[src/rtl/alu_pipe.sv]
// Clocked ALU: single-cycle add/sub/logic/shift ops and an iterative shift-add multiply,
// with valid/ready on both the operand side and the result side.
module alu_pipe #(
    parameter  int WIDTH = 8,
    localparam int SHW   = $clog2(WIDTH)
) (
    input  logic             clk,
    input  logic             rst,
    input  logic             in_valid,
    output logic             in_ready,
    input  logic [WIDTH-1:0] a,
    input  logic [WIDTH-1:0] b,
    input  logic [2:0]       op,
    input  logic [SHW-1:0]   shamt,
    output logic             out_valid,
    input  logic             out_ready,
    output logic [WIDTH-1:0] y,
    output logic [WIDTH-1:0] y_hi,
    output logic             zero,
    output logic             carry,
    output logic             overflow
);
    localparam int CW = $clog2(WIDTH + 1);

    localparam logic [2:0] OP_ADD = 3'b000;
    localparam logic [2:0] OP_SUB = 3'b001;
    localparam logic [2:0] OP_AND = 3'b010;
    localparam logic [2:0] OP_OR  = 3'b011;
    localparam logic [2:0] OP_SHL = 3'b100;
    localparam logic [2:0] OP_SHR = 3'b101;
    localparam logic [2:0] OP_ASR = 3'b110;
    localparam logic [2:0] OP_MUL = 3'b111;

    typedef enum logic [1:0] {S_IDLE, S_MUL, S_HOLD} state_t;

    state_t             r_state;
    logic               r_out_valid;
    logic [WIDTH-1:0]   r_y;
    logic [WIDTH-1:0]   r_yhi;
    logic               r_zero;
    logic               r_carry;
    logic               r_ovf;
    logic [2*WIDTH-1:0] r_mcand;
    logic [WIDTH-1:0]   r_mplier;
    logic [2*WIDTH-1:0] r_acc;
    logic [CW-1:0]      r_cnt;

    logic               w_accept;
    logic               w_sub;
    logic [WIDTH-1:0]   w_b_eff;
    logic [WIDTH:0]     w_sum;
    logic [WIDTH:0]     w_shl;
    logic [WIDTH:0]     w_shr;
    logic [WIDTH:0]     w_asr;
    logic [WIDTH-1:0]   w_y;
    logic               w_c;
    logic               w_v;
    logic [2*WIDTH-1:0] w_acc_nxt;

    // HOLD can take a new op in the same cycle the consumer drains the current result.
    assign in_ready = !rst && (r_state == S_IDLE || (r_state == S_HOLD && out_ready));
    assign w_accept = in_valid && in_ready;

    always_comb begin
        w_sub   = (op == OP_SUB);
        w_b_eff = w_sub ? ~b : b;
        w_sum   = {1'b0, a} + {1'b0, w_b_eff} + {{WIDTH{1'b0}}, w_sub};
        // Extra bit on the shifted-out side captures the last bit lost (0 when shamt is 0).
        w_shl   = {1'b0, a} << shamt;
        w_shr   = {a, 1'b0} >> shamt;
        w_asr   = $signed({a, 1'b0}) >>> shamt;
        w_y     = '0;
        w_c     = 1'b0;
        w_v     = 1'b0;
        case (op)
            OP_ADD, OP_SUB: begin
                w_y = w_sum[WIDTH-1:0];
                w_c = w_sum[WIDTH];
                w_v = (a[WIDTH-1] == w_b_eff[WIDTH-1]) && (w_sum[WIDTH-1] != a[WIDTH-1]);
            end
            OP_AND: w_y = a & b;
            OP_OR:  w_y = a | b;
            OP_SHL: begin
                w_y = w_shl[WIDTH-1:0];
                w_c = w_shl[WIDTH];
            end
            OP_SHR: begin
                w_y = w_shr[WIDTH:1];
                w_c = w_shr[0];
            end
            OP_ASR: begin
                w_y = w_asr[WIDTH:1];
                w_c = w_asr[0];
            end
            default: ;
        endcase
    end

    assign w_acc_nxt = r_mplier[0] ? (r_acc + r_mcand) : r_acc;

    always_ff @(posedge clk) begin
        if (rst) begin
            r_state     <= S_IDLE;
            r_out_valid <= 1'b0;
            r_y         <= '0;
            r_yhi       <= '0;
            r_zero      <= 1'b0;
            r_carry     <= 1'b0;
            r_ovf       <= 1'b0;
            r_mcand     <= '0;
            r_mplier    <= '0;
            r_acc       <= '0;
            r_cnt       <= '0;
        end else begin
            case (r_state)
                S_MUL: begin
                    // One extra cycle after the last partial product to publish the result.
                    if (r_cnt == CW'(WIDTH)) begin
                        r_y         <= r_acc[WIDTH-1:0];
                        r_yhi       <= r_acc[2*WIDTH-1:WIDTH];
                        r_zero      <= (r_acc[WIDTH-1:0] == '0);
                        r_carry     <= (r_acc[2*WIDTH-1:WIDTH] != '0);
                        r_ovf       <= (r_acc[2*WIDTH-1:WIDTH] != '0);
                        r_out_valid <= 1'b1;
                        r_state     <= S_HOLD;
                    end else begin
                        r_acc    <= w_acc_nxt;
                        r_mcand  <= r_mcand << 1;
                        r_mplier <= r_mplier >> 1;
                        r_cnt    <= r_cnt + CW'(1);
                    end
                end
                S_HOLD: begin
                    if (out_ready && !in_valid) begin
                        r_state     <= S_IDLE;
                        r_out_valid <= 1'b0;
                    end
                end
                default: ;
            endcase

            if (w_accept) begin
                if (op == OP_MUL) begin
                    r_mcand     <= {{WIDTH{1'b0}}, a};
                    r_mplier    <= b;
                    r_acc       <= '0;
                    r_cnt       <= '0;
                    r_out_valid <= 1'b0;
                    r_state     <= S_MUL;
                end else begin
                    r_y         <= w_y;
                    r_yhi       <= '0;
                    r_zero      <= (w_y == '0);
                    r_carry     <= w_c;
                    r_ovf       <= w_v;
                    r_out_valid <= 1'b1;
                    r_state     <= S_HOLD;
                end
            end
        end
    end

    assign out_valid = r_out_valid;
    assign y         = r_y;
    assign y_hi      = r_yhi;
    assign zero      = r_zero;
    assign carry     = r_carry;
    assign overflow  = r_ovf;

endmodule
[config.mk]
export PLATFORM = sky130hd
export DESIGN_NAME = alu_pipe
export DESIGN_NICKNAME = d
export VERILOG_FILES = /design/src/rtl/alu_pipe.sv
export SDC_FILE = /design/constraint.sdc
export NUM_CORES = 1
export LEC_CHECK = 0
export BUFFER_PORTS_ARGS = -buffer_cell sky130_fd_sc_hd__buf_2
export CAP_MARGIN = 15
export CELL_PAD_IN_SITES_DETAIL_PLACEMENT = 1
export CELL_PAD_IN_SITES_GLOBAL_PLACEMENT = 1
export CORE_AREA = 2 2 102 104
export DETAILED_ROUTE_END_ITERATION = 10
export DIE_AREA = 0 0 104 106
export PLACE_DENSITY = 0.92
export SYNTH_ARGS = -nofsm -noshare
export SYNTH_HDL_FRONTEND = slang
export SYNTH_SLANG_ARGS = --single-unit
export TNS_END_PERCENT = 20
[constraint.sdc]
create_clock -name clk -period 6.11 [get_ports clk]
set_clock_uncertainty 0.2 [all_clocks]
set_input_delay 0.3055 -clock clk [delete_from_list [all_inputs] [get_ports clk]]
set_output_delay 0.3055 -clock clk [all_outputs]
set_load 0.03 [all_outputs]
* Yosys cells after proc, flatten, opt, wreduce, memory -nomap -nowiden
Cells that the tools add are included.
** Word-level totals
- Flip-flop bits (word level) :: 66
- Input port bits :: 26
- Output and inout bits :: 21
- Logic and storage cells :: 102
** Cells by class
- Add/sub/neg operators :: 4
- Eq/ne operators :: 14
- Shifts and indexed selects :: 3
- Muxes and demuxes :: 51
- Bitwise operators :: 3
- Reductions and logical operators :: 16
** Operators with widths (number)
- two-way mux 16 bit :: 9
- two-way mux 8 bit :: 13
- case mux 8 bit (6 select lines) :: 1
- two-way mux 1 bit :: 17
- adder 16 bit :: 1
- logical NOT 8 bit :: 2
- two-way mux 4 bit :: 4
- == test 3 bit (second input constant) :: 4
- adder 8 x 8 -> 9 bit :: 1
- adder 9 x 1 -> 9 bit :: 1
- left shift 8 x 3 -> 9 bit :: 1
- >> shifter 9 x 3 -> 9 bit :: 1
- >>> shifter 9 x 3 -> 9 bit :: 1
- bitwise AND 8 bit :: 1
- two-way mux 2 bit :: 4
- NOT 8 bit :: 1
- bitwise OR 8 bit :: 1
- nonzero test 8 bit :: 1
- == test 3 x 2 -> 1 bit (second input constant) :: 2
- logical AND 1 bit :: 5
- adder 4 x 1 -> 4 bit (second input constant) :: 1
- == test 4 bit (second input constant) :: 1
- case mux 1 bit (4 select lines) :: 1
- case mux 2 bit (2 select lines) :: 1
- other kinds (15) :: 16

* Depth between registers and ports, before layout
- Word-level depth :: 9
- Mapped depth :: 15
- Mapped depth without buffers :: 11

* Worst setup path before layout
Ideal clock, no wire load.
- Kind :: in2reg
- From :: input op[1]
- To :: register r_zero, in the netlist zero
- Library setup time :: 0.059 ns
- Data arrival time :: 3.331 ns
- Data required time :: 5.851 ns
- Setup slack :: 2.520 ns
- Cell stages on the path :: 14
- Buffers on the path :: 3
- Cells stage by stage :: clkbuf_1 -> buf_2 -> nor2_1 -> and2_1 -> clkbuf_1 -> xor2_1 -> fa_1 -> a211oi_1 -> nor2_1 -> a2bb2o_1 -> a222oi_1 -> nand3_1 -> nor2_1 -> a41o_1
** Between the ends
- Cells in the longest elaborated chain, start to end :: 8
- Elaborated cells between the ends (all ways) :: 16
- Classes of those cells :: add/sub: 2; eq/ne: 7; mux: 4; reduce/logical: 3
** Ends and longest elaborated chain
- start, declared :: line 13 : input logic [2:0] op,
- == test 3 x 1 -> 1 bit :: line 65, 75
- two-way mux 8 bit :: line 66 : w_b_eff = w_sub ? ~b : b;
- adder 8 x 8 -> 9 bit :: line 67 : w_sum = {1'b0, a} + {1'b0, w_b_eff} + {{WIDTH{1'b0}}, w_sub};
- adder 9 x 1 -> 9 bit :: line 67
- case mux 8 bit (6 select lines) :: line 75 : case (op)
- logical NOT 8 bit :: line 153 : r_zero <= (w_y == '0);
- two-way mux 1 bit * :: line 143 : if (op == OP_MUL) begin
- two-way mux 1 bit * :: line 142 : if (w_accept) begin
- end signal, assigned :: line 121 : r_zero <= (r_acc[WIDTH-1:0] == '0);
- end signal, assigned :: line 153
- end, declared :: line 40 : logic r_zero;
Mark *: on every way between the ends. The rest lies on a longest branch, timed or not.
A chain may end at the register's enable or synchronous reset.

* Worst setup path in the final report
Same ends and word-level chain as after synthesis.

==> results.cfg <==
[synth]
synth_top_family_by_area = simple AND/OR/NAND/NOR gates
synth_edf_count = 0
ys_seq_elements = 65
synth_xor_area_frac = 0.0419
synth-compound-area-share = 0.250
ys_seq_area_frac = 0.283
syn_area_um2 = 4600
yosys-mux-area-fraction = 0.0421
async_reset_ff_frac = 0
syn_inst = 617
ys_warn_count = 0
synth_adder_area_share = 0.0859
synth_nets = 671
syn_area_per_cell_um2 = 7.46
ys.flop_type = dfxtp_1
synth-simple-area-share = 0.253
ys_types = 68

[cts]
insertion_delay_ns = 0.37
cts_setup_buffers = 0
cts_tree = done
clockBufferDepth = 2
cts-root-buf = clkbuf_8
cts_resized = 0
cts_made_buffers = 9
hold_buffers = 0
htreeDepth = 3
clk_pin_slew_ns = 0.07
numClockSinks = 65

[detailed_routing]
route.detailed.drc = 0
firstDrtPassIters = 5
avgRoutedWirePerCell_um = 20.9
vias = 4878
wl_um = 16300
via_per_inst = 6.26
drt-initial-drc-count = 358
ant_nets = 0

[placement]
hpwl_um = 11400
dp_cells = 763
place_congestion = 0.945
port_buffers = 46
dpl_worst_slack_ns = 2.24

[timing]
max_clock_freq_ghz = 0.279
finalMaxSlewViolations = 0
slew_headroom = 0.265
fin_crit_ns = 3.58
fin_crit_sh = 0.587
rsz0062_at_grt = false
hold_viol_final = 0
fin_ws_ns = 2.53
finalSetupViolations = 0
worst-slew-pin-transition_ns = 1.10
finalSetupTns_ns = 0

[final_layout]
layout.area.seq_um2 = 1300
num_antenna_cells = 0
mostFrequentLayoutCells = nand2_1 (118), dfxtp_1 (65), nor2_1 (62), a21oi_1 (56), buf_2 (46)
syn_to_final_growth_pct = 10.2
layout-drive-gt1-share = 0.120
multiInputGateArea_um2 = 3100
nets = 692
final_cells = 779
fillCellCount = 1311
final_common_cell = nand2_1

[global_route]
grt_overflow = 0
antenna_found_initial = 0
grt_pass1_wl_um = 26300
grt_pass1_vias = 5052
grt_max_degree = 33
grt_usage = 0.298

[critical_path]
path_max_fanout = 22
cp_data_arrival_time_ns = 3.68
cp-start-kind = input pin
end_kind = register
required_ns = 6.20
worstSetupPathType = input pin to register

[power_and_ir_drop]
power.density_nw_per_um2 = 203
p_leak_nw = 2.11
ir_drop_uv = 97.5

[floorplan]
die_w_um = 104
core_um2 = 10000
start_util = 0.460
dieHeight_um = 106
rows = 37
fp.dieArea_um2 = 11000
io_pins = 47

[outcome]
status = finished, final reports clean

[hold_path]
hold_path_class = input pin to register

[flow_run]
max-cap-violations = 0
worst max-delay path, cell delays in order:
cell,delay [ns]
buf_2,0.21
nor2_1,0.45
and2_1,0.45
xor2_1,0.18
fa_1,0.43
a211oi_1,0.37
nor2_1,0.13
a2bb2o_1,0.27
a222oi_1,0.37
nand3_1,0.17
nor2_1,0.15
a41o_1,0.18
registers in the layout, indices dropped and copies added, names as in the netlist:
register  cells
carry         1
overflow      1
r_acc        16
r_cnt         4
r_mcand      16
r_mplier      8
r_state       2
y             8
y_hi          8
zero          1
stage by stage:
stage	cell area, µm²	utilization	hold slack, ns	power [mW]
final	5070	0.507	0.0637	1.03
after global routing	5070	0.507	0.0602	1.07
after CTS	5070	0.507	0.0576	1.02
after detailed placement	4870	0.487	0.246	0.645
after global placement	4860	0.486	0.243	0.637
after floorplan	4600	-	0.242	0.586
final timing paths:
kind	from	end	slack (ns)	depth (start not counted)
worst max-delay path	op[1]	zero	2.53	12
worst min-delay path	b[7]	r_mplier[7]	0.06	3
worst max register to register	r_acc[1]	r_acc[15]	2.85	8
worst min register to register	y_hi[6]	y_hi[6]	0.27	2
report_power, final:
group	internal [mW]	switching [mW]	total, mW	leakage (nW)
Clock	0.192	0.198	0.390	0.104
Combinational	0.0706	0.133	0.204	1.48
Sequential	0.431	0.00623	0.438	0.526
Total	0.694	0.338	1.03	2.11
logic make-up after synthesis:
group,count (synthesis)
AND/OR/NAND/NOR,259
AO/OA/AOI/OAI,170
flip-flops,65
buffers and inverters,52
adder cells (fa/ha/maj),31
XOR/XNOR,22
multiplexers,18
per-layer routing:
| metal | wire (µm) | vias up | global-route usage |
|---|---|---|---|
| li1 | - | 2272 | - |
| met1 | 6770 | 2343 | 0.361 |
| met2 | 7770 | 196 | 0.501 |
| met3 | 1010 | 67 | 0.0601 |
| met4 | 722 | 0 | 0.156 |
| met5 | 0 | - | 0 |
cell usage after synthesis (all sizes together), types with 6 or more instances:
cell	number	share of area
a211oi	12	0.021
nor3	9	0.011
o21a	6	0.0098
o21ai	25	0.027
nand2	118	0.096
mux2i	16	0.035
ha	26	0.071
a311oi	19	0.036
o22ai	7	0.0095
xor2	12	0.023
a21oi	56	0.061
xnor2	10	0.019
clkbuf	32	0.026
nand3	23	0.025
inv	11	0.0090
nand2b	11	0.015
buf	7	0.0076
and3	7	0.0095
a21o	7	0.011
nor2	62	0.051
dfxtp	65	0.28
layout make-up:
class / count / area share
Clock buffer: 9 / 0.0244
Timing Repair Buffer: 49 / 0.0506
Sequential cell: 65 / 0.257
Tap cell: 136 / 0.0335
Multi-Input combinational cell: 500 / 0.611
Inverter: 13 / 0.00962
Clock inverter: 7 / 0.0148
Power figures use the tool's default switching activity.
